`config.mk`:
```
export PLATFORM = sky130hd
export DESIGN_NAME = adder_bist
export DESIGN_NICKNAME = d
export VERILOG_FILES = /design/src/rtl/adder_bist.sv
export SDC_FILE = /design/constraint.sdc
export NUM_CORES = 1
export LEC_CHECK = 0
export ABC_CLOCK_PERIOD_IN_PS = 2900
export BUFFER_PORTS_ARGS = -buffer_cell sky130_fd_sc_hd__buf_2
export CORE_ASPECT_RATIO = 1.1
export CORE_MARGIN = 1.5
export CORE_UTILIZATION = 45
export CTS_CLUSTER_SIZE = 14
export DETAILED_ROUTE_END_ITERATION = 12
export PLACE_DENSITY = 0.68
export SYNTH_ARGS = -nofsm -noshare
export SYNTH_HDL_FRONTEND = slang
export SYNTH_SLANG_ARGS = --single-unit
```
`constraint.sdc`:
```
create_clock -name clk -period 2.9 [get_ports clk]
set_clock_uncertainty 0.05 [all_clocks]
set_input_delay 0.58 -clock clk [delete_from_list [all_inputs] [get_ports clk]]
set_output_delay 0.58 -clock clk [all_outputs]
set_load 0.02 [all_outputs]
```
`src/rtl/adder_bist.sv`:
```
// Built-in self-test sequencer for the 8-bit top-level adder: drives operand pairs,
// checks the returned sum against (A+B) mod 256, and reports pass/fail, error count and first failing index.
module adder_bist #(
  parameter int         NUM_VECTORS = 64,
  parameter int         LAT         = 0,
  parameter logic [7:0] SEED        = 8'hA5
) (
  input  logic        clk,
  input  logic        rst,
  input  logic        start,
  output logic [7:0]  op_a,
  output logic [7:0]  op_b,
  input  logic [7:0]  sum_in,
  output logic        busy,
  output logic        done,
  output logic        pass,
  output logic [7:0]  err_count,
  output logic        fail_valid,
  output logic [15:0] fail_idx
);

  localparam logic [7:0]  SEED_EFF  = (SEED == 8'h00) ? 8'h01 : SEED;
  localparam logic [15:0] LAST_IDX  = 16'(NUM_VECTORS - 1);
  localparam logic [1:0]  WAIT_LAST = (LAT > 0) ? 2'(LAT - 1) : 2'd0;

  typedef enum logic [2:0] {S_IDLE, S_DRIVE, S_WAIT, S_CHECK, S_DONE} state_t;

  state_t      state, state_nxt;
  logic [15:0] k_idx;
  logic [15:0] k_next;
  logic [7:0]  lfsr;
  logic [1:0]  wait_cnt;
  logic [7:0]  expected;
  logic        mismatch;

  // Galois step for x^8+x^6+x^5+x^4+1
  function automatic logic [7:0] lfsr_step(input logic [7:0] s);
    return s[0] ? ((s >> 1) ^ 8'hB8) : (s >> 1);
  endfunction

  function automatic logic [7:0] sat_inc(input logic [7:0] c);
    return (c == 8'hFF) ? c : c + 8'd1;
  endfunction

  // Fixed corner operand pairs {A,B} for the first four vectors
  function automatic logic [15:0] corner(input logic [1:0] k);
    case (k)
      2'd0:    return 16'h0101;
      2'd1:    return 16'h0F01;
      2'd2:    return 16'hFF01;
      default: return 16'hAA55;
    endcase
  endfunction

  assign k_next   = k_idx + 16'd1;
  assign expected = op_a + op_b;
  assign mismatch = (sum_in != expected);

  always_ff @(posedge clk or posedge rst) begin
    if (rst) state <= S_IDLE;
    else     state <= state_nxt;
  end

  always_comb begin
    state_nxt = state;
    case (state)
      S_IDLE, S_DONE: if (start) state_nxt = S_DRIVE;
      S_DRIVE:        state_nxt = (LAT > 0) ? S_WAIT : S_CHECK;
      S_WAIT:         if (wait_cnt == WAIT_LAST) state_nxt = S_CHECK;
      S_CHECK:        state_nxt = (k_idx == LAST_IDX) ? S_DONE : S_DRIVE;
      default:        state_nxt = S_IDLE;
    endcase
  end

  always_comb begin
    busy = (state == S_DRIVE) || (state == S_WAIT) || (state == S_CHECK);
    done = (state == S_DONE);
    pass = (state == S_DONE) && (err_count == 8'd0);
  end

  always_ff @(posedge clk or posedge rst) begin
    if (rst) begin
      k_idx      <= 16'd0;
      op_a       <= 8'd0;
      op_b       <= 8'd0;
      lfsr       <= SEED_EFF;
      wait_cnt   <= 2'd0;
      err_count  <= 8'd0;
      fail_valid <= 1'b0;
      fail_idx   <= 16'd0;
    end else begin
      case (state)
        S_IDLE, S_DONE: begin
          if (start) begin
            k_idx        <= 16'd0;
            {op_a, op_b} <= corner(2'd0);
            lfsr         <= SEED_EFF;
            wait_cnt     <= 2'd0;
            err_count    <= 8'd0;
            fail_valid   <= 1'b0;
            fail_idx     <= 16'd0;
          end
        end
        S_DRIVE: wait_cnt <= 2'd0;
        S_WAIT:  wait_cnt <= wait_cnt + 2'd1;
        S_CHECK: begin
          if (mismatch) begin
            err_count <= sat_inc(err_count);
            if (!fail_valid) begin
              fail_valid <= 1'b1;
              fail_idx   <= k_idx;
            end
          end
          // The LFSR holds the operand for the next pseudo-random vector
          if (k_idx != LAST_IDX) begin
            k_idx <= k_next;
            if (k_next < 16'd4) begin
              {op_a, op_b} <= corner(k_next[1:0]);
            end else begin
              op_a <= lfsr;
              op_b <= k_next[7:0];
              lfsr <= lfsr_step(lfsr);
            end
          end
        end
        default: ;
      endcase
    end
  end

endmodule

```
; After elaboration in Yosys (flattened, before gate mapping)
; Index checks and enable logic that the tools add are counted.
[op_classes]
n_addsub = 4
n_mul = 0
n_div = 0
magnitude_cmp = 1
eq_ne = 17
n_shift = 0
muxes = 32
bitwise_logic = 1
n_reduce_logical = 17
[op_table]
columns = op, count
row1 = 8-bit 2-to-1 mux, 12
row2 = 16-bit 2-to-1 mux, 4
row3 = 16-bit case mux with 2 select lines, 2
row4 = 8-bit case mux with 2 select lines, 4
row5 = 16-bit case mux with 3 select lines, 1
row6 = "16-bit by 1-bit adder with 16-bit output, second input constant", 1
row7 = "16-bit by 6-bit equality test with 1-bit output, second input constant", 1
row8 = "16-bit by 3-bit < comparator with 1-bit output, second input constant", 1
row9 = "16-bit by 6-bit inequality test with 1-bit output, second input constant", 1
row10 = "2-bit inequality test, second input constant", 6
row11 = 3-bit case mux with 4 select lines, 1
row12 = 4-bit AND reduction, 3
row13 = 3-bit 2-to-1 mux, 3
row14 = "8-bit by 1-bit adder with 8-bit output, second input constant", 1
row15 = 8-bit adder, 1
row16 = "8-bit equality test, second input constant", 1
row17 = 8-bit zero test, 1
row18 = 8-bit inequality test, 1
row19 = "3-bit by 2-bit equality test with 1-bit output, second input constant", 2
row20 = 2-bit case mux with 3 select lines, 1
row21 = 3-bit AND reduction, 2
row22 = 2-bit zero test, 2
row23 = 3-bit NOT with 4-bit output, 1
row24 = 2-bit AND reduction, 2
row25 = 15 further kinds, 17
[totals]
regBits = 70
latchBits = 0
ramBits = 0
mem_bits_ro = 0
input_bits = 11
mem_count = 0

; Depth between registers and ports, before layout
[logic_depth]
ltp_word = 6
mapped_depth = 10
ltp_nobuf = 9

; Worst setup path before layout
; OpenSTA, ideal clock, no wires.
[synth_path]
path_type = flip-flop to flip-flop
start = register op_a[0]
end = register err_count[0]
setup_time_ns = 0.125
arrival_time_ns = 2.731
setup_slack_ns = -0.006
path_stages_with_launch = 10
path_buffers = 1
period_less_slack_ns = 2.906
cell_sequence = dfrtp_1 ha_1 fa_1 a31o_1 a31oi_1 xnor2_1 or4_4 and3_1 buf_6 mux2_4
[synth_via]
elab_chain_cells = 4
[synth_lines]
columns = element, line
row1 = start: declaration, 11  ; output logic [7:0] op_a,
row2 = start signal: assignment, 96  ; {op_a, op_b} <= corner(2'd0);
row3 = start signal: assignment, 118  ; {op_a, op_b} <= corner(k_next[1:0]);
row4 = start signal: assignment, 120  ; op_a <= lfsr;
row5 = 8-bit adder, 56  ; assign expected = op_a + op_b;
row6 = 8-bit inequality test, 57  ; assign mismatch = (sum_in != expected);
row7 = 2-bit inequality test (no line), -
row8 = 4-bit AND reduction (no line), -
row9 = end signal: assignment, 108  ; err_count <= sat_inc(err_count);
row10 = end: declaration, 17  ; output logic [7:0] err_count,
; No other way between the ends.
; A chain may end at the register's enable or synchronous reset.

; Final worst setup path
[layout_path]
start = register op_a[1]
end = register fail_idx[12]
[layout_via]
elab_chain_cells = 4
[layout_lines]
columns = element, line
row1 = 8-bit adder, 56
row2 = 8-bit inequality test, 57
row3 = 2-bit inequality test (no line), -
row4 = 4-bit AND reduction (no line), -
row5 = end signal: assignment, 111  ; fail_idx <= k_idx;
row6 = end: declaration, 19  ; output logic [15:0] fail_idx
; No other way between the ends.

==> results.yml <==
yosys:
  synthSimpleGateAreaFrac_pct: 17.1
  syn_area_mm2: 0.00392
  synth_top_family_by_area: "compound AO/OA/AOI/OAI gates"
  synth-xor-area-share_pct: 6.70
  ys_ff_latch: 70
  yosysSeqAreaShare_pct: 44.8
  synth_edf_count: 0
  syn-instance-count: 409
  synth_fa_ha_area_share_pct: 4.66
  yosysUniqueCellTypes: 57
  synth_nets: 434
  avgSynthCellArea_um2: 9.59
  ys.warnings.count: 0
  synth_mux_area_share_pct: 1.44
  synth_compound_area_share_pct: 20.4
  synthFlopType: "dfrtp_1"
  async_flop_share_pct: 100
floorplanning:
  coreArea_mm2: 0.00841
  start_util_pct: 46.6
  ios: 55
  fp.dieW_um: 92.0
  die_h_um: 101
  die-area_mm2: 0.00928
  rows: 35
clocking:
  clock_path_buffers: 2
  cts_tree: "built"
  path_clk_slew_ns: 0.08
  cts_max_level: 3
  hold_buffers: 0
  worst_skew_pair.late_latency_ns: 0.35
  clock-sinks: 70
  cts-root-buf: "clkbuf_8"
  cts-buffers-inserted: 9
grt:
  grt_pass1_vias: 3315
  grt_pass1_wl_mm: 16.4
  grt_use_total_pct: 22.4
  grt_max_degree: 34
  grt_overflow: 0
  antenna_found_initial: 0
timing:
  final.setup.tns_ns: 0
  maxSlewViolCount: 0
  final_hold_viol_count: 0
  fin_crit_sh_pct: 97.2
  hold_slack_ns: 0.297
  slew_headroom_pct: 50.8
  layout_min_cycle_time_ns: 2.82
  fin_ws_ns: 0.0805
  worst_pin_slew_ns: 0.738
  max_freq_mhz: 355
  setup_viol: 0
drt:
  vias: 3427
  via_per_inst: 5.76
  drc: 0
  routed_wl_mm: 10.0
  routedWlPerCell_um: 16.8
  drt-initial-drc-count: 169
  ant_nets: 0
  firstDrtPassIters: 4
finish:
  areaGrowthSynthToFinish_pct: 21.1
  seq_area_mm2: 0.00176
  design_area_mm2: 0.00475
  most-common-layout-cells: "dfrtp_1, buf_2, o21ai_0"
  multi_input_area_mm2: 0.00199
  n_fill_cell: 783
  drive_gt1_share_pct: 25.2
  antennaDiodeCount: 0
  layout_commonest_cell: "dfrtp_1"
  num-nets-final: 504
worst_setup_path:
  r2r-end: "fail_idx[12]"
  critPathBufInv: 1
  worstSetupPathType: "reg -> reg"
  slowest_delay_ns: 0.57
  cp-end-kind: "register"
  reg2reg_from: "op_a[1]"
  r2r_setup_slack_ns: 0.08
  start_kind: "register"
  r2r_cells: 9
  arrival_ns: 3.01
  crit_fanout: 8
  crit_required_ns: 3.09
  path_depth: 9
  crit_path_cell_trace: "ha_1 > a21o_1 > and4_1 > o21ai_0 > a2bb2oi_1 > or4_4 > nor3b_4 > buf_6 > a22o_1"
  crit_family: "simple AND/OR/NAND/NOR gates"
  worst_path_max_delay_cell: "or4_4"
power_and_ir_drop:
  p_leak_nw: 2.25
  p_total_mw: 4.81
  vdd_drop_max_uv: 430
  powerDensity_mw_per_mm2: 1010
outcome:
  status: "complete, no violations"
run:
  cap_viol_max_count: 0
hold_path:
  hp-class: "in -> async"
place:
  globalplace.congestion: 0.896
  postPlaceCellArea_mm2: 0.00447
  portBuffers: 54
  dp_hpwl_mm: 6.98
  place_worst_setup_slack_ns: -0.0530
==> timing repair <==
action                                  4_1_cts  5_1_grt
pin swaps                                     1        2
endpoints found under the setup margin       16       19
cloned                                        0        1
resized for setup                             1        7
buffers inserted                              0        1
==> synth_stat cells, drive strengths merged (2+ instances only) <==
cell type | count | share of area, %
dfstp | 4 | 2.7
a22o | 23 | 5.1
dfrtp | 66 | 42
inv | 11 | 1.1
and3 | 11 | 1.8
nor4 | 5 | 0.80
a31oi | 10 | 1.6
or3 | 2 | 0.32
xnor2 | 22 | 4.9
nand3 | 19 | 2.4
buf | 17 | 2.5
a21o | 6 | 1.1
nor3b | 3 | 0.70
a221o | 2 | 0.51
nand2 | 31 | 3.0
a211oi | 2 | 0.51
nor3 | 14 | 1.9
ha | 13 | 4.1
clkbuf | 14 | 1.3
o31ai | 7 | 1.3
nand4 | 8 | 1.3
and4 | 3 | 0.67
mux2i | 3 | 0.77
o21ai | 41 | 5.2
and2 | 4 | 0.64
xor2 | 8 | 1.8
nor2 | 22 | 2.1
o21a | 4 | 0.77
mux2 | 2 | 0.67
a21oi | 12 | 1.5
o22a | 3 | 0.67
==> layer usage <==
layer	up-vias	wire, um	global-route usage [%]
li1	1632	-	-
met1	1690	4550	30.2
met2	96	4830	36.0
met3	9	527	4.22
met4	0	106	8.40
met5	-	0	0
==> through the flow <==
step                util (%)  std cells
floorplan                  -        409
global placement        53.2        577
global route            56.5        595
detailed placement      53.2        577
finish                  56.5        595
CTS                     56.0        593
==> report_power, final <==
part | switching [mW] | internal [mW] | total, mW
clock | 0.385 | 0.531 | 0.916
sequential | 0.267 | 1.24 | 1.51
combinational | 1.32 | 1.06 | 2.38
==> sequential cells by signal, summed over array words and instances, names as in the netlist <==
register and flops:
err_count 8, fail_idx 16, fail_valid 1, k_idx 16, lfsr 8, op_a 8
op_b 8, state 3, wait_cnt 2
==> cells by family (layout without fill, tap and decap cells) <==
kind of cell,Yosys count,count (layout)
AO/OA/AOI/OAI,119,119
XOR/XNOR,30,30
adder cells (fa/ha/maj),14,14
buffers and inverters,42,117
flip-flops,70,70
multiplexers,5,5
AND/OR/NAND/NOR,129,129
==> worst max path at each step <==
stage | start | to | slack, ns
after CTS | op_a[0] | fail_idx[8] | 0.03
after global placement | op_a[0] | fail_idx[5] | 0.03
after global routing | op_a[1] | fail_idx[12] | -0.01
final | op_a[1] | fail_idx[12] | 0.08
after detailed placement | op_a[0] | fail_idx[8] | -0.05
after floorplan | op_b[0] | err_count[0] | 0.01
==> worst register-to-register path, stage by stage, from the launching register on <==
cell and delay [ns]:
dfrtp_1 0.44, ha_1 0.32, a21o_1 0.20, and4_1 0.25, o21ai_0 0.19, a2bb2oi_1 0.11
or4_4 0.58, nor3b_4 0.20, buf_6 0.15, a22o_1 0.23
==> layout make-up <==
cell class                      instances  area share [%]
Tap cell                              111            2.92
Multi-Input combinational cell        297            42.0
Clock buffer                           11            3.19
Inverter                               11           0.869
Clock inverter                          5            1.71
Sequential cell                        70            37.0
Timing Repair Buffer                   90            12.3
(Power assumes the default switching activity.)
